## src/rtl/ex_operand_stage.sv

```systemverilog
// ex_operand_stage
//   ID/EX pipeline register plus execute-stage operand selection.
//   Captures decoded ID fields, forwards MEM/WB results onto rs/rt,
//   builds ALU operands a/b/aluc and the store data, and flags a
//   load-use hazard so upstream can hold ID while a bubble is inserted.
//
// Ports
//   clock, resetn        : rising-edge clock, async active-low reset
//   stall                : freeze all stage state
//   flush                : replace incoming ID instruction with a bubble
//   id_*                 : decoded fields from ID
//   mem_*, wb_*          : forwarding sources (MEM beats WB)
//   ex_a, ex_b, ex_aluc  : ALU operands / control
//   ex_store_data        : forwarded rt for stores
//   ex_valid, ex_wreg, ex_rn, ex_m2reg, ex_wmem : EX-stage control
//   load_use             : EX load feeds an ID source; hold ID

// One forwarding mux per source operand.
module ex_fwd_mux #(
  parameter int DW = 32,
  parameter int RW = 5
) (
  input  logic [RW-1:0] num,
  input  logic [DW-1:0] reg_data,
  input  logic          mem_wreg,
  input  logic          mem_m2reg,
  input  logic [RW-1:0] mem_rn,
  input  logic [DW-1:0] mem_alu,
  input  logic          wb_wreg,
  input  logic [RW-1:0] wb_rn,
  input  logic [DW-1:0] wb_data,
  output logic [DW-1:0] fwd_data
);
  // A MEM load has no data yet (that is the load-use case), so only
  // non-load MEM results forward. r0 is hardwired and never forwarded.
  always_comb begin
    fwd_data = reg_data;
    if (mem_wreg && !mem_m2reg && (mem_rn != '0) && (mem_rn == num))
      fwd_data = mem_alu;
    else if (wb_wreg && (wb_rn != '0) && (wb_rn == num))
      fwd_data = wb_data;
  end
endmodule

module ex_operand_stage #(
  parameter int DW = 32,
  parameter int RW = 5
) (
  input  logic          clock,
  input  logic          resetn,
  input  logic          stall,
  input  logic          flush,
  input  logic          id_valid,
  input  logic [RW-1:0] id_rs_num,
  input  logic [RW-1:0] id_rt_num,
  input  logic [DW-1:0] id_rs_data,
  input  logic [DW-1:0] id_rt_data,
  input  logic [DW-1:0] id_imm,
  input  logic [4:0]    id_sa,
  input  logic [3:0]    id_aluc,
  input  logic          id_aluimm,
  input  logic          id_shift,
  input  logic          id_wreg,
  input  logic [RW-1:0] id_rn,
  input  logic          id_m2reg,
  input  logic          id_wmem,
  input  logic          mem_wreg,
  input  logic [RW-1:0] mem_rn,
  input  logic          mem_m2reg,
  input  logic [DW-1:0] mem_alu,
  input  logic          wb_wreg,
  input  logic [RW-1:0] wb_rn,
  input  logic [DW-1:0] wb_data,
  output logic [DW-1:0] ex_a,
  output logic [DW-1:0] ex_b,
  output logic [3:0]    ex_aluc,
  output logic [DW-1:0] ex_store_data,
  output logic          ex_valid,
  output logic          ex_wreg,
  output logic [RW-1:0] ex_rn,
  output logic          ex_m2reg,
  output logic          ex_wmem,
  output logic          load_use
);

  typedef struct packed {
    logic          valid;
    logic [RW-1:0] rs_num;
    logic [RW-1:0] rt_num;
    logic [DW-1:0] rs_data;
    logic [DW-1:0] rt_data;
    logic [DW-1:0] imm;
    logic [4:0]    sa;
    logic [3:0]    aluc;
    logic          aluimm;
    logic          shift;
    logic          wreg;
    logic [RW-1:0] rn;
    logic          m2reg;
    logic          wmem;
  } ex_reg_t;

  ex_reg_t ex_d, ex_q;

  // Hazard is raised regardless of id_valid; upstream qualifies it.
  assign load_use = ex_q.valid && ex_q.m2reg && (ex_q.rn != '0) &&
                    ((ex_q.rn == id_rs_num) || (ex_q.rn == id_rt_num));

  always_comb begin
    ex_d = ex_q;
    if (stall) begin
      ex_d = ex_q;
    end else if (flush || load_use) begin
      // All-zero bubble: rs/rt numbers of 0 can never match forwarding.
      ex_d = '0;
    end else begin
      ex_d.valid   = id_valid;
      ex_d.rs_num  = id_rs_num;
      ex_d.rt_num  = id_rt_num;
      ex_d.rs_data = id_rs_data;
      ex_d.rt_data = id_rt_data;
      ex_d.imm     = id_imm;
      ex_d.sa      = id_sa;
      ex_d.aluc    = id_aluc;
      ex_d.aluimm  = id_aluimm;
      ex_d.shift   = id_shift;
      ex_d.wreg    = id_wreg;
      ex_d.rn      = id_rn;
      ex_d.m2reg   = id_m2reg;
      ex_d.wmem    = id_wmem;
    end
  end

  always_ff @(posedge clock or negedge resetn) begin
    if (!resetn) ex_q <= '0;
    else         ex_q <= ex_d;
  end

  // Source operands: index 0 = rs, 1 = rt.
  logic [1:0][RW-1:0] src_num;
  logic [1:0][DW-1:0] src_data;
  logic [1:0][DW-1:0] fwd_data;

  assign src_num  = {ex_q.rt_num,  ex_q.rs_num};
  assign src_data = {ex_q.rt_data, ex_q.rs_data};

  for (genvar g = 0; g < 2; g++) begin : g_fwd
    ex_fwd_mux #(.DW(DW), .RW(RW)) u_fwd (
      .num      (src_num[g]),
      .reg_data (src_data[g]),
      .mem_wreg (mem_wreg),
      .mem_m2reg(mem_m2reg),
      .mem_rn   (mem_rn),
      .mem_alu  (mem_alu),
      .wb_wreg  (wb_wreg),
      .wb_rn    (wb_rn),
      .wb_data  (wb_data),
      .fwd_data (fwd_data[g])
    );
  end

  assign ex_a          = ex_q.shift  ? {{(DW-5){1'b0}}, ex_q.sa} : fwd_data[0];
  assign ex_b          = ex_q.aluimm ? ex_q.imm : fwd_data[1];
  assign ex_store_data = fwd_data[1];
  assign ex_aluc       = ex_q.aluc;
  assign ex_valid      = ex_q.valid;
  assign ex_rn         = ex_q.rn;
  assign ex_wreg       = ex_q.wreg  & ex_q.valid;
  assign ex_m2reg      = ex_q.m2reg & ex_q.valid;
  assign ex_wmem       = ex_q.wmem  & ex_q.valid;

endmodule

```

## config.mk

```make
export PLATFORM = sky130hd
export DESIGN_NAME = ex_operand_stage
export DESIGN_NICKNAME = d
export VERILOG_FILES = /design/src/rtl/ex_operand_stage.sv
export SDC_FILE = /design/constraint.sdc
export NUM_CORES = 1
export LEC_CHECK = 0
export CAP_MARGIN = 15
export CORE_UTILIZATION = 38
export DETAILED_ROUTE_END_ITERATION = 10
export GPL_ROUTABILITY_DRIVEN = 0
export HOLD_SLACK_MARGIN = 0.02
export PLACE_DENSITY = 0.66
export SLEW_MARGIN = 20
export SYNTH_ARGS = -nofsm -noshare
export SYNTH_HDL_FRONTEND = slang
export SYNTH_HIERARCHICAL = 1
export SYNTH_SLANG_ARGS = --single-unit
```

## constraint.sdc

```tcl
create_clock -name clock -period 2.9 [get_ports clock]
set_input_delay 0.58 -clock clock [delete_from_list [all_inputs] [get_ports clock]]
set_output_delay 0.58 -clock clock [all_outputs]
set_load 0.05 [all_outputs]
```

==> flow_summary.json, run 1 <==
{
  "outcome": "finished, violations left",
  "violations": "setup timing",
  "instances_no_fill": 1930,
  "max_slew_margin": 0.512,
  "io_pins": 317,
  "min_period_over_period": 1.13,
  "via_per_inst": 6.46,
  "async_flop_share": 1.00,
  "routedWlPerCell_um": 27.1,
  "n_fill_cell": 2119,
  "cts_tree": "done",
  "netlist_instances": 1186,
  "pwr-share-clk": 0.217,
  "total_power_mw": 10.4,
  "hold_viol_final": 0,
  "grt_pass1_vias": 12000,
  "setup_tns_ns": -27.57,
  "portBuffers": 316,
  "syn_area_per_cell_um2": 9.44,
  "yosysTopAreaCell": "dfrtp_1",
  "cp.required_ns": 2.32,
  "initial_core_util": 0.388,
  "cp_max_fo": 11,
  "p_leak_nw": 6.81,
  "die_y_um": 174,
  "drive_gt1_frac": 0.456,
  "routed.top_layer": "met4",
  "peakVddDrop_uv": 430,
  "end_kind": "output pin",
  "grt_pass1_wl_mm": 75.2,
  "synth_edf_count": 0,
  "synth_area_um2": 11200,
  "hpwl_mm": 32.1,
  "cap_violations": 0,
  "crit_type": "flip-flop to output pin",
  "synthDistinctLibCells": 38,
  "cts-root-buf": "clkbuf_16",
  "area_growth_pct": 74.3,
  "fp.dieW_um": 174,
  "cts_buffers": 17,
  "die_area_um2": 30100,
  "core_area_um2": 28900,
  "overflow": 0,
  "clk_latency_ns": 0.44,
  "htreeDepth": 4,
  "p_sw_frac": 0.411,
  "fin_ws_ns": -0.371,
  "cp.arrival_ns": 2.69,
  "worst_pin_slew_ns": 0.732,
  "path_clk_slew_ns": 0.06,
  "dp.cells": 1843,
  "start_kind": "flip-flop",
  "layout_commonest_cell": "clkdlybuf4s50_1",
  "rsz0062_at_grt": "true",
  "drcViolationCount": 0,
  "hold_path.class": "primary input to asynchronous set/reset pin",
  "track_usage": 0.325,
  "yosys.area.top_type_share": 0.282,
  "period_minus_slack_ns": 3.27,
  "vias": 12500,
  "report.final.slew_viol_count": 0,
  "route.layer.met1.wl_mm": 21.2,
  "syn-num-nets": 1393,
  "drtAntennaViolNets": 0,
  "yosysSeqAreaShare": 0.282,
  "finalSetupViolCount": 96,
  "fin_nets": 1735,
  "clock-sinks": 126,
  "first_iter_violations": 1427,
  "skew_ns": 0.0141,
  "yosysWarnings": 6,
  "p_int_mw": 6.13,
  "rows": 62,
  "ys_ff_latch": 126,
  "p_comb_frac": 0.564,
  "fmax_mhz": 306,
  "whs_ns": 0.115,
  "layout_common_cells": "204 x clkdlybuf4s50_1, 134 x buf_12, 124 x dfrtp_1",
  "ctsHoldBuffers": 0,
  "p_per_area_nw_per_um2": 533,
  "seq_power_share": 0.219,
  "antenna_found_initial": 6,
  "synth_ff_type": "dfrtp_1",
  "routed_wl_mm": 52.4,
  "route.met2.wl_mm": 24.1,
  "p_sw_mw": 4.28,
  "dr.pass1.iters": 5,
  "pre_cts_ws_ns": -0.880,
  "synthTopCellsByArea": "dfrtp_1 28%, a31oi_4 11%, or3b_2 9.1%",
  "cts_buffer_depth": 2,
  "grt_max_degree": 145,
  "wl_met3_mm": 4.70
}
## through the flow
stage,util,cell area (um^2)
after floorplan,-,11500
after global placement,0.578,16700
after detailed placement,0.578,16700
after CTS,0.646,18600
after global routing,0.676,19500
final,0.676,19500
## power groups by stage
stage               Clock [mW]  Combinational, mW  Sequential, mW
global placement             0               4.99            2.25
finish                    2.25               5.87            2.28
CTS                       2.26               5.46            2.25
global route              2.34               6.04            2.31
floorplan                    0               2.72            2.15
detailed placement           0               5.05            2.26
## registers in the layout, indices dropped and copies added, names as in the netlist
name / flops
ex_q: 116
ex_rn: 5
ex_aluc: 4
ex_valid: 1
## critical path, stage by stage (launching register included)
cell	delay [ns]
dfrtp_1	0.39
xor2_1	0.16
a2111o_1	0.41
buf_4	0.19
buf_8	0.17
nor4_4	0.39
a31oi_4	0.09
mux2_4	0.30
buf_12	0.15
## final timing paths
check	from	to	slack, ns	cells past startpoint
setup / recovery	ex_q[116]$_DFFE_PN0N_	ex_b[21]	-0.37	8
hold / removal	resetn	ex_aluc[0]$_DFFE_PN0N_	0.12	1
setup reg to reg	ex_rn[3]$_DFFE_PN0N_	ex_q[122]$_DFFE_PN0N_	0.60	5
hold reg to reg	ex_q[31]$_DFFE_PN0N_	ex_q[31]$_DFFE_PN0N_	0.52	2
max in group asynchronous	resetn	ex_q[70]$_DFFE_PN0N_	1.96	2
min in group clock	ex_q[31]$_DFFE_PN0N_	ex_q[31]$_DFFE_PN0N_	0.52	2
## cell usage after synthesis, types with 5 or more instances
cell / number
o31ai_1: 64
a22oi_1: 116
clkbuf_1: 128
buf_6: 6
a31oi_4: 60
dfrtp_1: 126
nor2b_1: 28
or3b_2: 116
buf_4: 9
o21ai_1: 33
nor4_1: 66
nand4_1: 64
buf_1: 8
nor3b_1: 116
o21ai_0: 95
buf_2: 16
a32oi_1: 10
buf_12: 6
xnor2_1: 24
and2_1: 5
nand3_1: 6
nand2_1: 16
mux2_2: 37
## what timing repair did
action | CTS | global route
pin swaps | 31 | 29
setup buffers | 22 | 16
cloned | 8 | 13
gates resized for setup | 195 | 99
endpoints found under the setup margin | 96 | 96
## layer usage
layer / vias up / global-route usage
li1: 5339 / -
met1: 6195 / 0.443
met2: 778 / 0.504
met3: 160 / 0.0555
met4: 0 / 0.141
met5: - / 0
## layout make-up
cell class,count,area (um^2),area share
antenna,5,12.5,0.000641
clock buffer,20,457,0.0234
clock inverter,12,136,0.00699
inverter,4,17.5,0.000898
multi-input combinational,881,8800,0.451
sequential,126,3160,0.162
tap,384,480,0.0246
timing repair buffer,498,6450,0.330
## cell families after synthesis
family | after synthesis | synth area share
XOR/XNOR | 26 | 0.0203
buffers and inverters | 180 | 0.0783
multiplexers | 37 | 0.0372
AND/OR/NAND/NOR | 427 | 0.273
AO/OA/AOI/OAI | 390 | 0.309
flip-flops | 126 | 0.282
Note: power is estimated with default switching activity, not from simulation.
==> run 2: changes to the inputs <==
- CORE_MARGIN: unset -> 2
- PLACE_DENSITY: 0.66 -> 0.67
==> run 2 against run 1 <==
The flow still finishes with violations (setup timing). Cell count down 1.7%. Register-to-register slack worse by 0.04 ns. Clock power about the same. Critical path depth up 1. Core utilization down 1.9 points. Sequential share of layout area up 0.46 points. Final area down 2.8%. Worst hold slack better by 0.059 ns. Worst setup slack better by 0.022 ns. Via count down 4.1%. Sequential power about the same. Largest power group unchanged. Highest routed layer is now met5.
==> flow_summary.json, run 2 (synthesis results as in run 1) <==
{
  "outcome": "finished, violations left",
  "violations": "setup timing",
  "largest_register_ffs": 116,
  "peakVddDrop_uv": 363,
  "report.final.slew_viol_count": 0,
  "p_per_area_nw_per_um2": 537,
  "cp_max_fo": 8,
  "grt.busiest_layer": "met2",
  "crit_type": "flip-flop to output pin",
  "die_y_um": 176,
  "pre_cts_ws_ns": -0.886,
  "worst_pin_slew_ns": 0.718,
  "path_clk_slew_ns": 0.07,
  "portBuffers": 316,
  "dr.pass1.iters": 7,
  "clk_latency_ns": 0.43,
  "drtAntennaViolNets": 0,
  "io_pins": 317,
  "layout_common_cells": "204 x clkdlybuf4s50_1, 126 x buf_12, 123 x dfrtp_1",
  "grt_max_degree": 133,
  "dp.cells": 1840,
  "setup_tns_ns": -26.04,
  "n_fill_cell": 2134,
  "start_kind": "flip-flop",
  "routed_wl_mm": 50.1,
  "multi_input_area_um2": 8770,
  "r2r_cells": 5,
  "overflow": 0,
  "routedWlPerCell_um": 26.4,
  "final_util": 0.657,
  "fmax_mhz": 308,
  "layout_commonest_cell": "clkdlybuf4s50_1",
  "drcViolationCount": 0,
  "fp.dieW_um": 176,
  "p_leak_nw": 6.51,
  "rr_startpoint": "ex_rn[3]$_DFFE_PN0N_",
  "core_area_um2": 28900,
  "fin_nets": 1698,
  "cp.required_ns": 2.32,
  "use_met1": 0.411,
  "grt_pass1_vias": 11600,
  "seqCellArea_um2": 3160,
  "hpwl_mm": 32.3,
  "cts_tree": "done",
  "hold_path.class": "primary input to asynchronous set/reset pin",
  "hold_viol_final": 0,
  "antenna_found_initial": 8,
  "instances_no_fill": 1897,
  "rsz0062_at_grt": "true",
  "startpoint": "ex_q[119]$_DFFE_PN0N_",
  "clock-sinks": 126,
  "skew_ns": 0.0164,
  "max_slew_margin": 0.521,
  "die_area_um2": 30800,
  "ctsHoldBuffers": 0,
  "via_per_inst": 6.31,
  "cts_buffer_depth": 2,
  "vias": 12000,
  "cts_buffers": 17,
  "first_iter_violations": 1173,
  "min_period_over_period": 1.12,
  "grt_pass1_wl_mm": 73.3,
  "worst-r2r-setup-slack_ns": 0.56,
  "cp.arrival_ns": 2.67,
  "drive_gt1_frac": 0.443,
  "area_growth_pct": 69.5,
  "fin_ws_ns": -0.349,
  "cts-root-buf": "clkbuf_16",
  "met2_usage": 0.481,
  "htreeDepth": 4,
  "finalSetupViolCount": 96,
  "met3_usage": 0.0766,
  "whs_ns": 0.174,
  "reg2reg_to": "ex_q[96]$_DFFE_PN0N_",
  "track_usage": 0.309,
  "period_minus_slack_ns": 3.25,
  "end_kind": "output pin",
  "cap_violations": 0,
  "rows": 62,
  "initial_core_util": 0.388,
  "top_register": "ex_q"
}
## run 2: critical path: stages, from the launching register on
cell and delay [ns]:
dfrtp_1 0.42, buf_4 0.15, or2_4 0.25, o21a_4 0.26
clkbuf_16 0.21, o31ai_4 0.25, buf_4 0.15, a31oi_4 0.10
mux2_4 0.30, buf_12 0.15
## run 2: what timing repair did
| item | 4_1_cts | 5_1_grt |
|---|---|---|
| endpoints found under the setup margin | 96 | 96 |
| buffers inserted | 8 | 3 |
| resized for setup | 174 | 84 |
| gates cloned | 8 | 4 |
| pin swaps | 11 | 27 |
## run 2: worst max-delay path by stage
stage / endpoint / slack (ns) / depth (start not counted)
finish: ex_b[13] / -0.35 / 9
CTS: ex_b[20] / -0.34 / 8
floorplan: ex_b[10] / -0.16 / 6
global placement: ex_b[25] / -0.83 / 8
global route: ex_a[6] / -0.41 / 8
detailed placement: ex_b[25] / -0.89 / 8
## run 2: power by group
group | internal, mW | switching, mW
clock | 1.31 | 0.965
combinational | 2.67 | 2.96
sequential | 2.00 | 0.275
total | 5.98 | 4.20
## run 2: area by class of cell
type / count / area share
Antenna cell: 9 / 0.00119
Clock buffer: 19 / 0.0233
Clock inverter: 13 / 0.00818
Inverter: 4 / 0.000923
Multi-Input combinational cell: 880 / 0.462
Sequential cell: 126 / 0.166
Tap cell: 384 / 0.0253
Timing Repair Buffer: 462 / 0.312
## run 2: metrics by stage
stage / instance area [um^2] / power, mW
floorplan: 11500 / 4.87
global placement: 16700 / 7.22
detailed placement: 16700 / 7.29
CTS: 18400 / 9.91
global route: 19000 / 10.5
finish: 19000 / 10.2
## run 2: layer usage
layer	share of wire	routed length (um)
met3	0.082	4090
met4	0.040	2010
met1	0.41	20700
met5	0.00058	29
met2	0.47	23300
==> edit (settings of run 1) <==
`DW` is set to 32 in 2 places; all go to 36.
--- a/src/rtl/ex_operand_stage.sv
+++ b/src/rtl/ex_operand_stage.sv
@@ -17,7 +17,7 @@
 
 // One forwarding mux per source operand.
 module ex_fwd_mux #(
-  parameter int DW = 32,
+  parameter int DW = 36,
   parameter int RW = 5
 ) (
   input  logic [RW-1:0] num,
@@ -43,7 +43,7 @@
 endmodule
 
 module ex_operand_stage #(
-  parameter int DW = 32,
+  parameter int DW = 36,
   parameter int RW = 5
 ) (
   input  logic          clock,
Interface: changed (8 resized); port bits go from 317 to 349. The function was not compared with the original's and may differ.
==> edit against run 1 <==
- the run still ends with setup timing left
- design area up 8.5%
- sequential cell count is 12 higher
- routed wire length up 7.2%
- utilization rose by 3.4 points
- first-iteration DRC count is 26% lower
- worst setup slack improved by 35 ps
- synthesized area is 3.4% higher
- worst hold slack worse by 33 ps
- largest cell class unchanged
- global-route usage grew 1.6 points
- critical path depth up 2
- total power increased by 5.3%
- fmax grew 1.1%
- count of clock-buffer cells in the layout down 1
==> edit: results (changes against run 1) <==
Final layout
  – Multi-input combinational gate total: 968 (+9.9%)
  – Clock Buffer Count: 19 (-5.0%)
  – Clock buf/inv share: 0.02845 (-0.001956)
  – Final nets: 1,954 (+13%)
  – Antenna fix cells: 8 (+3)
  – Number of non-clock buffers: 598 (+20%)
  – Layout cells sized above 1: 0.4678 (+0.01227)
  – FF/Latch Area: 3461 um^2 (+9.7%)

Global routing
  – Initial antenna violation count: 8 (+2)
  – GRT Util Overall: 0.3407 (+0.01612)
  – Number of global-route vias before repair: 13,488 (+12%)
  – Largest net degree at the start of global routing: 139 (-4.1%)

Logic synthesis
  – Largest family of logic cells by synthesized area: simple AND/OR/NAND/NOR gates
  – Post-synthesis mux area share: 0.03992 (+0.002686)
  – Synth Area per Inst: 8.890 um^2 (-5.8%)
  – Fraction of synthesized cell area in xor and xnor cells: 0.01969 (-0.0006604)
  – Post-synthesis register bit count: 138 (+9.5%)
  – Syn Nets: 1,528 (+9.7%)
  – Top cell type's share of synthesized area: 0.2986 (+0.01682)
  – Area contributors post-synth: dfrtp_1 (30%), or3b_2 (9.7%), a22oi_1 (8.3%)

STA
  – Rel. slew slack: 0.5336 (+0.02151)
  – Setup ws final: -336.2 ps (+35.12 ps)
  – Final setup violation count: 108 (+13%)
  – Setup TNS: -24,710 ps (+2866 ps)

Power and ir drop
  – Combinational-cell power consumption: 0.00614 W (+4.6%)
  – Pleak: 7.578 nW (+11%)
  – Sw Ratio: 0.4140 (+0.003045)
  – Sw power: 0.004537 W (+6.1%)

Floorplanning
  – Die area: 31,140 um^2 (+3.3%)

Status
  – Status: finished, violations left
  – Failing checks: setup timing

Route
  – DR vias: 13,568 (+8.8%)
  – Wire per inst: 26.26 um (-3.2%)
  – 1st-iter DRT viols: 1,061 (-26%)
  – DR WL met2: 27,740 um (+15%)
  – Avg Vias per Cell: 6.346 (-1.8%)

Place
  – Pre-CTS setup slack: -664.5 ps (+215.8 ps)

Worst setup path
  – Slowest-stage cell, CP: dfrtp_1
edit: worst paths after layout:
path / slack, ps / from / cells after the start / endpoint
min reg2reg: 520 / ex_q[7]$_DFFE_PN0N_ / 2 / ex_q[7]$_DFFE_PN0N_
min: 80 / resetn / 1 / ex_q[22]$_DFFE_PN0N_
max in group asynchronous: 2050 / resetn / 2 / ex_q[8]$_DFFE_PN0N_
max: -340 / ex_q[131]$_DFFE_PN0N_ / 10 / ex_b[25]
min in group clock: 520 / ex_q[7]$_DFFE_PN0N_ / 2 / ex_q[7]$_DFFE_PN0N_
max reg2reg: 830 / ex_rn[3]$_DFFE_PN0N_ / 5 / ex_q[136]$_DFFE_PN0N_
edit: what timing repair did:
action | in CTS | in global routing
gates cloned | 15 | 11
gates resized for setup | 422 | 112
pin swaps | 31 | 25
endpoints found under the setup margin | 108 | 108
buffers inserted | 20 | 10
endpoints found under the hold margin | 0 | 0
